===== src/rtl/guess_link_ctrl_pkg.sv =====
// Shared types and default grid geometry for the two-board guess link.
package guess_link_ctrl_pkg;

    typedef enum logic [1:0] {
        RES_NONE = 2'b00,
        RES_WIN  = 2'b10,
        RES_LOSE = 2'b01,
        RES_ERR  = 2'b11
    } result_t;

    typedef enum logic [2:0] {
        ST_IDLE,
        ST_SELECT,
        ST_COMPARE,
        ST_NOTIFY,
        ST_DONE,
        ST_ERROR
    } guess_state_t;

    // Default portrait grid placement on the VGA frame.
    localparam int GRID_X0      = 64;
    localparam int GRID_Y0      = 32;
    localparam int GRID_PITCH_X = 160;
    localparam int GRID_PITCH_Y = 160;
    localparam int GRID_TILE_W  = 128;
    localparam int GRID_TILE_H  = 128;

endpackage


===== src/rtl/guess_link_ctrl_sync.sv =====
// Two-flop synchroniser for the asynchronous peer-board bus.
module link_sync #(
    parameter int WIDTH = 1
) (
    input  logic             clk,
    input  logic [WIDTH-1:0] d,
    output logic [WIDTH-1:0] q
);

    logic [WIDTH-1:0] sync_p0;
    logic [WIDTH-1:0] sync_p1;

    always_ff @(posedge clk) begin
        sync_p0 <= d;
        sync_p1 <= sync_p0;
    end

    assign q = sync_p1;

endmodule


===== src/rtl/guess_link_ctrl.sv =====
// Grid hit-test, guess latch and 4-phase WIN/LOSE report to the peer board.
// Optional score counters are built when GUESS_LINK_SCORE_EN is defined.
module guess_link_ctrl
    import guess_link_ctrl_pkg::*;
#(
    parameter int N_COLS      = 3,
    parameter int N_ROWS      = 3,
    parameter int ID_W        = 4,
    parameter int X0          = GRID_X0,
    parameter int Y0          = GRID_Y0,
    parameter int PITCH_X     = GRID_PITCH_X,
    parameter int PITCH_Y     = GRID_PITCH_Y,
    parameter int TILE_W      = GRID_TILE_W,
    parameter int TILE_H      = GRID_TILE_H,
    parameter int TIMEOUT_CYC = 65_000_000
`ifdef GUESS_LINK_SCORE_EN
    , parameter int SCORE_W   = 4
`endif
) (
    input  logic            clk,
    input  logic            rst,
    input  logic            rst_sys,
    input  logic            guess_en,
    input  logic [ID_W-1:0] your_person,
    input  logic [11:0]     xpos,
    input  logic [11:0]     ypos,
    input  logic            mouse_right,
    input  logic            peer_present_i,
    input  logic [ID_W-1:0] peer_person_i,
    input  logic            peer_req_i,
    input  logic [1:0]      peer_res_i,
    input  logic            peer_ack_i,
    output logic            present_o,
    output logic            rst_o,
    output logic [ID_W-1:0] person_o,
    output logic            req_o,
    output logic            ack_o,
    output logic [1:0]      res_o,
    output logic [1:0]      result,
    output logic [ID_W-1:0] selected_id,
    output logic            busy
`ifdef GUESS_LINK_SCORE_EN
    , output logic [SCORE_W-1:0] wins,
    output logic [SCORE_W-1:0] losses
`endif
);

    localparam int BUS_W = ID_W + 5;

    logic [BUS_W-1:0] bus_s;
    logic             present_s, req_s, ack_s;
    logic [ID_W-1:0]  person_s;
    logic [1:0]       res_s;

    link_sync #(.WIDTH(BUS_W)) u_sync (
        .clk (clk),
        .d   ({peer_present_i, peer_person_i, peer_req_i, peer_res_i, peer_ack_i}),
        .q   (bus_s)
    );

    assign {present_s, person_s, req_s, res_s, ack_s} = bus_s;

    logic mr_p0, mr_p1, ge_q, req_q;

    always_ff @(posedge clk) begin
        mr_p0 <= mouse_right;
        mr_p1 <= mr_p0;
        ge_q  <= guess_en;
        req_q <= req_s;
    end

    logic click, ge_rise, req_rise, rx_valid;
    assign click    = mr_p0 & ~mr_p1;
    assign ge_rise  = guess_en & ~ge_q;
    assign req_rise = req_s & ~req_q;
    assign rx_valid = req_rise && (res_s == RES_WIN || res_s == RES_LOSE);

    // Scan from the highest index down so overlapping tiles resolve to the lowest id.
    int x_i, y_i, hit_col, hit_row;
    logic col_ok, row_ok, hit;
    logic [ID_W-1:0] hit_id;

    assign x_i = {20'd0, xpos};
    assign y_i = {20'd0, ypos};

    always_comb begin
        hit_col = 0;
        hit_row = 0;
        col_ok  = 1'b0;
        row_ok  = 1'b0;
        for (int c = N_COLS - 1; c >= 0; c--) begin
            if (x_i >= X0 + c * PITCH_X && x_i <= X0 + c * PITCH_X + TILE_W) begin
                col_ok  = 1'b1;
                hit_col = c;
            end
        end
        for (int r = N_ROWS - 1; r >= 0; r--) begin
            if (y_i >= Y0 + r * PITCH_Y && y_i <= Y0 + r * PITCH_Y + TILE_H) begin
                row_ok  = 1'b1;
                hit_row = r;
            end
        end
    end

    assign hit    = col_ok & row_ok;
    assign hit_id = ID_W'(hit_row * N_COLS + hit_col + 1);

    guess_state_t    state, state_nxt;
    result_t         result_r, result_nxt;
    logic [ID_W-1:0] sel_nxt;
    logic            req_nxt, ack_nxt;
    logic [1:0]      res_nxt;
    logic [31:0]     timer, timer_nxt;

    always_comb begin
        state_nxt  = state;
        result_nxt = result_r;
        sel_nxt    = selected_id;
        req_nxt    = req_o;
        res_nxt    = res_o;
        ack_nxt    = ack_o;
        timer_nxt  = '0;

        // Every peer request is acknowledged, whatever the state.
        if (req_rise) begin
            ack_nxt = 1'b1;
        end else if (!req_s) begin
            ack_nxt = 1'b0;
        end

        case (state)
            ST_IDLE: begin
                if (rx_valid) begin
                    result_nxt = result_t'(res_s);
                    state_nxt  = ST_DONE;
                end else if (guess_en) begin
                    state_nxt = ST_SELECT;
                end
            end
            ST_SELECT: begin
                if (rx_valid) begin
                    result_nxt = result_t'(res_s);
                    state_nxt  = ST_DONE;
                end else if (!guess_en) begin
                    state_nxt = ST_IDLE;
                end else if (click && hit) begin
                    sel_nxt   = hit_id;
                    state_nxt = ST_COMPARE;
                end
            end
            ST_COMPARE: begin
                if (!present_s) begin
                    result_nxt = RES_ERR;
                    state_nxt  = ST_ERROR;
                end else if (selected_id == person_s) begin
                    result_nxt = RES_WIN;
                    res_nxt    = RES_LOSE;
                    req_nxt    = 1'b1;
                    state_nxt  = ST_NOTIFY;
                end else begin
                    result_nxt = RES_LOSE;
                    res_nxt    = RES_WIN;
                    req_nxt    = 1'b1;
                    state_nxt  = ST_NOTIFY;
                end
            end
            ST_NOTIFY: begin
                if (ack_s) begin
                    req_nxt   = 1'b0;
                    state_nxt = ST_DONE;
                end else if (timer == 32'(TIMEOUT_CYC - 1)) begin
                    result_nxt = RES_ERR;
                    req_nxt    = 1'b0;
                    state_nxt  = ST_ERROR;
                end else begin
                    timer_nxt = timer + 32'd1;
                end
            end
            ST_DONE, ST_ERROR: begin
                if (rx_valid) begin
                    result_nxt = result_t'(res_s);
                    state_nxt  = ST_DONE;
                end else if (ge_rise) begin
                    result_nxt = RES_NONE;
                    sel_nxt    = '0;
                    state_nxt  = ST_SELECT;
                end
            end
            default: state_nxt = ST_IDLE;
        endcase
    end

    always_ff @(posedge clk) begin
        if (rst || rst_sys) begin
            state       <= ST_IDLE;
            result_r    <= RES_NONE;
            selected_id <= '0;
            req_o       <= 1'b0;
            ack_o       <= 1'b0;
            res_o       <= 2'b00;
            person_o    <= '0;
            timer       <= '0;
        end else begin
            state       <= state_nxt;
            result_r    <= result_nxt;
            selected_id <= sel_nxt;
            req_o       <= req_nxt;
            ack_o       <= ack_nxt;
            res_o       <= res_nxt;
            person_o    <= your_person;
            timer       <= timer_nxt;
        end
    end

    assign present_o = 1'b1;
    assign rst_o     = rst_sys;
    assign result    = result_r;
    assign busy      = (state == ST_COMPARE) || (state == ST_NOTIFY);

`ifdef GUESS_LINK_SCORE_EN
    logic done_entry;
    assign done_entry = (state_nxt == ST_DONE) && (state != ST_DONE);

    // The score survives a system reset so a match can span several rounds.
    always_ff @(posedge clk) begin
        if (rst) begin
            wins   <= '0;
            losses <= '0;
        end else if (!rst_sys && done_entry) begin
            if (result_nxt == RES_WIN && wins != '1) begin
                wins <= wins + 1'b1;
            end
            if (result_nxt == RES_LOSE && losses != '1) begin
                losses <= losses + 1'b1;
            end
        end
    end
`endif

endmodule


===== config.mk =====
export PLATFORM = sky130hd
export DESIGN_NAME = guess_link_ctrl
export DESIGN_NICKNAME = d
export VERILOG_FILES = /design/src/rtl/guess_link_ctrl_pkg.sv /design/src/rtl/guess_link_ctrl_sync.sv /design/src/rtl/guess_link_ctrl.sv
export SDC_FILE = /design/constraint.sdc
export NUM_CORES = 1
export LEC_CHECK = 0
export BUFFER_PORTS_ARGS = -buffer_cell sky130_fd_sc_hd__buf_2
export CAP_MARGIN = 20
export CELL_PAD_IN_SITES_DETAIL_PLACEMENT = 2
export CELL_PAD_IN_SITES_GLOBAL_PLACEMENT = 2
export CORE_MARGIN = 4
export CORE_UTILIZATION = 34
export CTS_CLUSTER_DIAMETER = 60
export DETAILED_ROUTE_END_ITERATION = 7
export PLACE_DENSITY_LB_ADDON = 0.2
export RECOVER_POWER = 50
export SLEW_MARGIN = 10
export SYNTH_ARGS = -nofsm -noshare
export SYNTH_HDL_FRONTEND = slang
export SYNTH_SLANG_ARGS = --single-unit

===== constraint.sdc =====
create_clock -name clk -period 2.9 [get_ports clk]
set_clock_uncertainty 0.15 [all_clocks]
set_input_delay 0.29 -clock clk [delete_from_list [all_inputs] [get_ports clk]]
set_output_delay 0.29 -clock clk [all_outputs]
set_load 0.03 [all_outputs]

==> results.cfg, run 1 <==
[run_status]
status = completed

[place]
dp_cells = 524
place_congestion = 0.7237
post_dp_cell_area_um2 = 3656
portBuffers = 57
dp_hpwl_mm = 6.036

[sta]
grt_setup_unrepaired = no
finalSetupViolations = 0
setup_tns_ps = 0
post-route-min-period_ps = 2617
drv_slew = 0
period_share_pct = 90.24
relSlewSlack_pct = 56.32
worst_pin_slew_ps = 649.8
hold_viol = 0
fmax_mhz = 382.1
whs_ps = 179.7

[routing]
antenna_left = 0
routed-via-count = 2724
avgViaCountPerCell = 4.908
dr.pass1.iters = 4
drt_wl_total_mm = 8.209
wire_per_inst_um = 14.79
drc_errors = 0
drt_iter0_markers = 46

[synth]
yosysSeqAreaShare_pct = 43.29
async_flop_share_pct = 0
ys_warn_count = 0
yosysUniqueCellTypes = 60
avgSynthCellArea_um2 = 9.489
syn_inst = 346
yosys_most_used_dff = dfxtp_1
synthesis.area_um2 = 3283
ys_ff_latch = 71
syn_nets = 392
synth_edf_count = 0

[run]
cap_viol_max_count = 0

[power_and_ir_drop]
ir_drop_mv = 0.2481
p_per_area_nw_per_um2 = 503.9
cellLeakagePower_nw = 1.406

[clocking]
cts_root_buf = clkbuf_8
clock_path_buffers = 2
path_clk_slew_ps = 70
post-cts-setup-buffers = 0
clk_latency_ps = 350
numCtsBuffers = 9
cts_tree = built
clock_sinks = 71
htree_num_levels = 3

[floorplanning]
core_um2 = 9328
dieWidth_um = 106.3
start_util_pct = 35.20
ios = 59
fp.dieH_um = 106.3
rows = 35
dieArea_um2 = 11290

[hold_path]
hold_class = reg2reg

[global_routing]
grt_pass1_wl_mm = 14.30
grt_overflow_total = 0
grt_usage_pct = 15.89
grt_max_degree = 33
grt_pass1_vias = 2985
antenna_found_initial = 0

[layout]
fin_area_um2 = 3995
nFillCells = 1044
drive_gt1_share_pct = 20.89
final_common_cell = dfxtp_1
final_nets = 467
stdcell_count = 555
final_cell_mix = 71 x dfxtp_1, 40 x buf_2, 38 x nor2_1
utilization_pct = 42.83
n_antenna_cell = 0
area_growth_pct = 21.68

[critical_path]
worstPathCellList = buf_2, or4_1, nor2_2, inv_1, a31oi_1, a21oi_1, nor4_1, ha_1, ha_1, inv_1, fa_1, nor2_1, nand2_1, a21oi_1
crit_path_start_kind = input pin
crit_buf_inv = 3
arrival_ps = 2740
crit_family = simple AND/OR/NAND/NOR gates
path_max_fanout = 2
max_stage_delay_ps = 530
r2r_slack_ps = 400
crit_slowest_cell = or4_1
critical_path_class = in2reg
cp-end-kind = register
critPathRequiredTime_ps = 3020
[stage by stage]
stage	total power [mW]	worst slack, ps
finish	2.013	282.9
global route	2.114	82.79
detailed placement	1.161	-71.59
floorplan	1.105	240.0
CTS	2.048	237.2
global placement	1.155	71.50
[cell type report]
| type | count | area (µm²) | area share, % |
|---|---|---|---|
| Multi-Input combinational cell | 252 | 1705 | 42.69 |
| Sequential cell | 71 | 1421 | 35.58 |
| Timing Repair Buffer | 75 | 445.4 | 11.15 |
| Tap cell | 129 | 161.4 | 4.040 |
| Clock buffer | 11 | 131.4 | 3.288 |
| Clock inverter | 5 | 82.58 | 2.067 |
| Inverter | 12 | 47.55 | 1.190 |
[sequential cells by signal, summed over array words and instances, names as in the netlist]
signal and count:
ge_q 1, u_sync.q 9, mr_p0 1, u_sync.sync_p0 9, selected_id 4, person_o 4
mr_p1 1, result 2, res_o 2, req_o 1, timer 32, state 3
req_q 1, ack_o 1
[cell families after synthesis]
group                      synth area share (%)
buffers and inverters                     4.764
other                                    0.1142
adders and majority gates                 1.753
xor gates and xnor gates                  9.870
AOI/OAI and AO/OA                         7.736
and+or+nand+nor                           32.47
DFF                                       43.29
[path summary, 6_finish.rpt]
kind | from | to | cells after the start
setup / recovery | xpos[1] | selected_id[2] | 14
setup reg to reg | timer[22] | timer[4] | 7
hold reg to reg | u_sync.sync_p0[7] | u_sync.q[7] | 0
hold / removal | u_sync.sync_p0[7] | u_sync.q[7] | 0
[cells in the mapped netlist, drive strengths merged, types with 2 or more instances]
cell type,n,area share [%]
or3,2,0.38
buf,8,2.9
nand3,18,2.9
nor3,8,1.2
ha,3,1.1
or4,2,0.46
nor4,8,2.4
nand2,25,2.9
nor2,59,11
xor2,23,6.1
nand4b,2,0.53
inv,12,1.4
nand2b,5,1.2
xnor2,14,3.7
o22ai,2,0.38
o21ai,6,0.91
a31oi,2,0.38
and3,9,1.9
a21oi,14,2.1
or2,3,0.65
nand4,7,1.3
nor4b,2,0.53
a211oi,2,0.46
nand3b,5,1.1
and2,7,1.3
clkbuf,3,0.38
nor4bb,2,0.61
nor2b,3,0.57
dfxtp,71,43
and4,2,0.53
[power by group]
part	internal, mW	leakage, nW	switching, mW
Clock	0.487	0.107	0.376
Combinational	0.0666	0.718	0.0750
Sequential	0.997	0.581	0.0127
[what timing repair did]
| action | 4_1_cts | 5_1_grt |
|---|---|---|
| resized for setup | 0 | 0 |
| hold buffers | 15 | 0 |
| endpoints found under the hold margin | 15 | 0 |
[per-layer routing]
layer / GRT usage (%) / routed length (µm)
met5: 0 / 0
met1: 19.83 / 3868
met3: 4.068 / 325
met2: 26.65 / 3897
met4: 5.273 / 118
Power figures use the tool's default switching activity.
==> run 2: changes to the inputs <==
CELL_PAD_IN_SITES_DETAIL_PLACEMENT = unset   (was 2)
CELL_PAD_IN_SITES_GLOBAL_PLACEMENT = unset   (was 2)
CORE_ASPECT_RATIO = 1.25   (was unset)
CORE_UTILIZATION = 55   (was 34)
==> results.cfg, run 2 (synthesis results as in run 1) <==
[sta]
grt_setup_unrepaired = no
finalSetupViolations = 0
hold_viol = 0
fmax_mhz = 397.4
relSlewSlack_pct = 49.25
period_share_pct = 86.76
worst_pin_slew_ps = 754.3
whs_ps = 27.39
setup_tns_ps = 0
post-route-min-period_ps = 2516
drv_slew = 0

[critical_path]
arrival_ps = 2640
cp-end-kind = register
crit_path_start_kind = input pin
critPathRequiredTime_ps = 3030
worstReg2RegStart = timer[29]
path_max_fanout = 2
critPathLaunch = xpos[1]
critical_path_class = in2reg

[clocking]
htree_num_levels = 3
path_clk_slew_ps = 80
clk_latency_ps = 340
numCtsBuffers = 9
cts_root_buf = clkbuf_8
clock_path_buffers = 2
cts_tree = built
clock_sinks = 71
cts-resized-gates = 0

[power_and_ir_drop]
p_per_area_nw_per_um2 = 492.4
cellLeakagePower_nw = 1.390
swShare_pct = 23.92
power_mw = 1.924
pwr-share-seq_pct = 52.4
pwr-share-comb_pct = 7.1
p_int_mw = 1.464
power.switching_mw = 0.4601
power_frac_clock_pct = 40.5
ir_drop_mv = 0.2876

[global_routing]
grt_overflow_total = 0
grt_max_degree = 14
grt_pass1_vias = 2617
grt_usage_pct = 19.51
grt_pass1_wl_mm = 11.29
antenna_found_initial = 0

[routing]
antenna_left = 0
dr.pass1.iters = 4
routed-via-count = 2617
drc_errors = 0
drt_iter0_markers = 115
avgViaCountPerCell = 5.330
wire_per_inst_um = 13.19
drt_wl_total_mm = 6.477

[layout]
fin_area_um2 = 3906
nFillCells = 498
stdcell_count = 491
n_antenna_cell = 0
area_growth_pct = 18.98
final_nets = 466
largest_reg_flops = 32
drive_gt1_share_pct = 21.41
largest_register = timer
final_cell_mix = 71 x dfxtp_1, 40 x buf_2, 38 x nor2_1
final_common_cell = dfxtp_1

[hold_path]
hold_class = in2reg
hold_start = your_person[0]

[floorplanning]
dieWidth_um = 77.11
dieArea_um2 = 7277
ios = 59
start_util_pct = 56.81
rows = 31
core_um2 = 5779
fp.dieH_um = 94.38

[place]
portBuffers = 57
place_congestion = 0.8007
dp_hpwl_mm = 4.726
post_dp_cell_area_um2 = 3590
dp_cells = 461

[run]
cap_viol_max_count = 0

[run_status]
status = completed
run 2: cell types whose count changed in the layout (fill, tap and decap cells not counted):
| cell | previous run | this run |
|---|---|---|
| buf_12 | 1 | 2 |
| clkinv_4 | 2 | 1 |
| dlygate4sd3_1 | 15 | 14 |
| bufinv_16 | 2 | 1 |
| and2_0 | 1 | 3 |
| clkinv_2 | 1 | 0 |
| inv_6 | 0 | 1 |
| clkbuf_1 | 20 | 18 |
| clkinvlp_4 | 0 | 3 |
| and2_1 | 6 | 4 |
run 2: worst paths after layout:
| kind | end | slack [ps] | depth (start not counted) |
|---|---|---|---|
| worst min register to register | u_sync.q[8] | 170 | 0 |
| worst max register to register | timer[30] | 550 | 7 |
| worst max-delay path | selected_id[2] | 380 | 14 |
| worst min-delay path | person_o[0] | 30 | 2 |
run 2: critical path, stage by stage:
cell	delay (ps)
buf_2	90
or4_1	530
nor2_2	120
inv_1	50
a31oi_1	150
a21oi_1	80
nor4_1	200
ha_1	200
ha_1	140
inv_1	50
fa_1	430
nor2_1	110
nand2_1	60
a21oi_1	140
run 2: per-stage QoR:
step	setup slack, ps	utilization [%]
floorplan	240.0	-
global route	210.6	67.59
CTS	385.0	67.96
finish	383.9	67.59
global placement	58.71	62.11
detailed placement	13.78	62.11
run 2: routing by layer:
metal	routed length (µm)	vias to the layer above	part of all wire [%]	track usage, %
met5	0	-	0	0
met4	101	0	1.6	8.309
met3	296	10	4.6	5.821
met2	3422	43	53	36.34
met1	2656	1227	41	20.40
li1	-	1337	-	-
run 2: power by group through the flow:
stage	Clock, mW	Combinational (mW)	Sequential, mW
finish	0.778	0.137	1.01
CTS	0.804	0.138	1.01
floorplan	0	0.0703	1.03
detailed placement	0	0.123	1.03
global placement	0	0.121	1.03
global route	0.842	0.151	1.01
run 2: what timing repair did:
item	CTS	global route
hold endpoints to repair	14	0
hold buffers	14	0
buffers inserted	0	0
run 2: cell type report:
class	instances	area (µm²)	area share, %
Multi-Input combinational cell	252	1705	43.66
Tap cell	66	82.58	2.114
Clock inverter	6	70.07	1.794
Inverter	12	47.55	1.217
Clock buffer	10	127.6	3.267
Sequential cell	71	1421	36.39
Timing Repair Buffer	74	451.7	11.56
==> run 3: changes to the inputs <==
clock period = 2.63 ns   (was 2.9 ns; I/O delays follow)
==> results.cfg, run 3 (synthesis results as in run 1) <==
[run_status]
status = completed

[clocking]
post-cts-setup-buffers = 0
cts_root_buf = clkbuf_8
htree_num_levels = 3
clk_latency_ps = 340
clock_path_buffers = 2
cts_tree = built
numCtsBuffers = 9
path_clk_slew_ps = 80
clock_sinks = 71

[layout]
nFillCells = 513
final_nets = 467
n_antenna_cell = 0
final_cell_mix = 71 x dfxtp_1, 41 x buf_2, 38 x nor2_1
stdcell_count = 492
largest_reg_flops = 32
area_growth_pct = 18.60
utilization_pct = 67.37
drive_gt1_share_pct = 22.30
largest_register = timer
final_common_cell = dfxtp_1

[place]
dp_cells = 461
place_congestion = 0.8010
dp_hpwl_mm = 4.792
portBuffers = 57

[power_and_ir_drop]
power.switching_mw = 0.4933
ir_drop_mv = 0.4484
p_int_mw = 1.514
swShare_pct = 24.57
power_frac_clock_pct = 36.8
pwr-share-comb_pct = 7.7
p_per_area_nw_per_um2 = 515.5
cellLeakagePower_nw = 1.376
pwr-share-seq_pct = 55.4
power_mw = 2.007

[sta]
hold_viol = 0
grt_setup_unrepaired = yes
finalSetupViolations = 0
worst_pin_slew_ps = 775.4
relSlewSlack_pct = 47.83
fmax_mhz = 392.6
drv_slew = 0
period_share_pct = 96.85
post-route-min-period_ps = 2547
whs_ps = 159.4

[global_routing]
grt_usage_pct = 19.20
grt_max_degree = 33
antenna_found_initial = 0
grt_pass1_vias = 2669
grt_overflow_total = 0
grt_pass1_wl_mm = 11.18

[critical_path]
critPathRequiredTime_ps = 2760
path_max_fanout = 2
arrival_ps = 2670
crit_path_start_kind = input pin
critical_path_class = in2reg
cp-end-kind = register

[routing]
avgViaCountPerCell = 5.380
drt_iter0_markers = 116
dr.pass1.iters = 4
drt_wl_total_mm = 6.563
met2_wirelength_mm = 3.536
route.met3.wl_um = 312
maxUsedRoutingLayer = met4
routed-via-count = 2647
wl_met1_mm = 2.540
drc_errors = 0
wire_per_inst_um = 13.34
antenna_left = 0

[floorplanning]
start_util_pct = 56.81
core_um2 = 5779
fp.dieH_um = 94.38
dieArea_um2 = 7277
ios = 59
dieWidth_um = 77.11
rows = 31

[hold_path]
hold_class = in2reg

[run]
cap_viol_max_count = 0
## run 3: routing by layer
layer  track usage, %  up-vias
met1            19.38     1229
met4            10.68        0
met3            4.580       15
li1                 -     1340
met2            36.26       63
met5                0        -
## run 3: worst max-delay path, cell delays in order
cell and delay (ps):
buf_2 100, or4_4 540, nor2_4 130, inv_1 50
a31oi_1 130, a21oi_1 90, nor4_2 250, ha_2 210
ha_2 150, inv_1 40, fa_1 420, nor2_1 90
nand2_1 60, a21oi_1 140
## run 3: metrics by stage
step	cell area (µm²)	setup WS [ps]	TNS [ps]
6_report	3894	82.84	0
5_1_grt	3894	-71.62	-93.08
4_1_cts	3902	171.2	0
3_5_place_dp	3586	-188.4	-311.5
3_3_place_gp	3586	-177.2	-295.5
2_1_floorplan	3292	11.68	0
## run 3: area by class of cell
| cell class | instances | area (µm²) | area share [%] |
|---|---|---|---|
| Clock inverter | 5 | 35.03 | 0.8997 |
| Inverter | 12 | 47.55 | 1.221 |
| Tap cell | 66 | 82.58 | 2.121 |
| Sequential cell | 71 | 1421 | 36.50 |
| Multi-Input combinational cell | 252 | 1725 | 44.31 |
| Clock buffer | 11 | 131.4 | 3.374 |
| Timing Repair Buffer | 75 | 450.4 | 11.57 |
## run 3: power groups by stage
stage | Clock (mW) | Sequential [mW] | Combinational (mW)
4_1_cts | 0.765 | 1.11 | 0.156
6_report | 0.739 | 1.11 | 0.155
3_3_place_gp | 0 | 1.14 | 0.135
3_5_place_dp | 0 | 1.14 | 0.138
5_1_grt | 0.806 | 1.12 | 0.172
2_1_floorplan | 0 | 1.14 | 0.0780
## run 3: worst paths after layout
path	from	end	slack [ps]	depth (start not counted)
worst max-delay path	xpos[1]	selected_id[2]	80	14
worst min-delay path	rst	res_o[1]	160	4
worst max register to register	timer[22]	timer[31]	320	7
worst min register to register	u_sync.sync_p0[8]	u_sync.q[8]	180	0
## run 3: timing repair
item,4_1_cts,5_1_grt
endpoints found under the setup margin,0,2
hold endpoints to repair,15,0
gates resized for setup,0,3
hold buffers,15,0
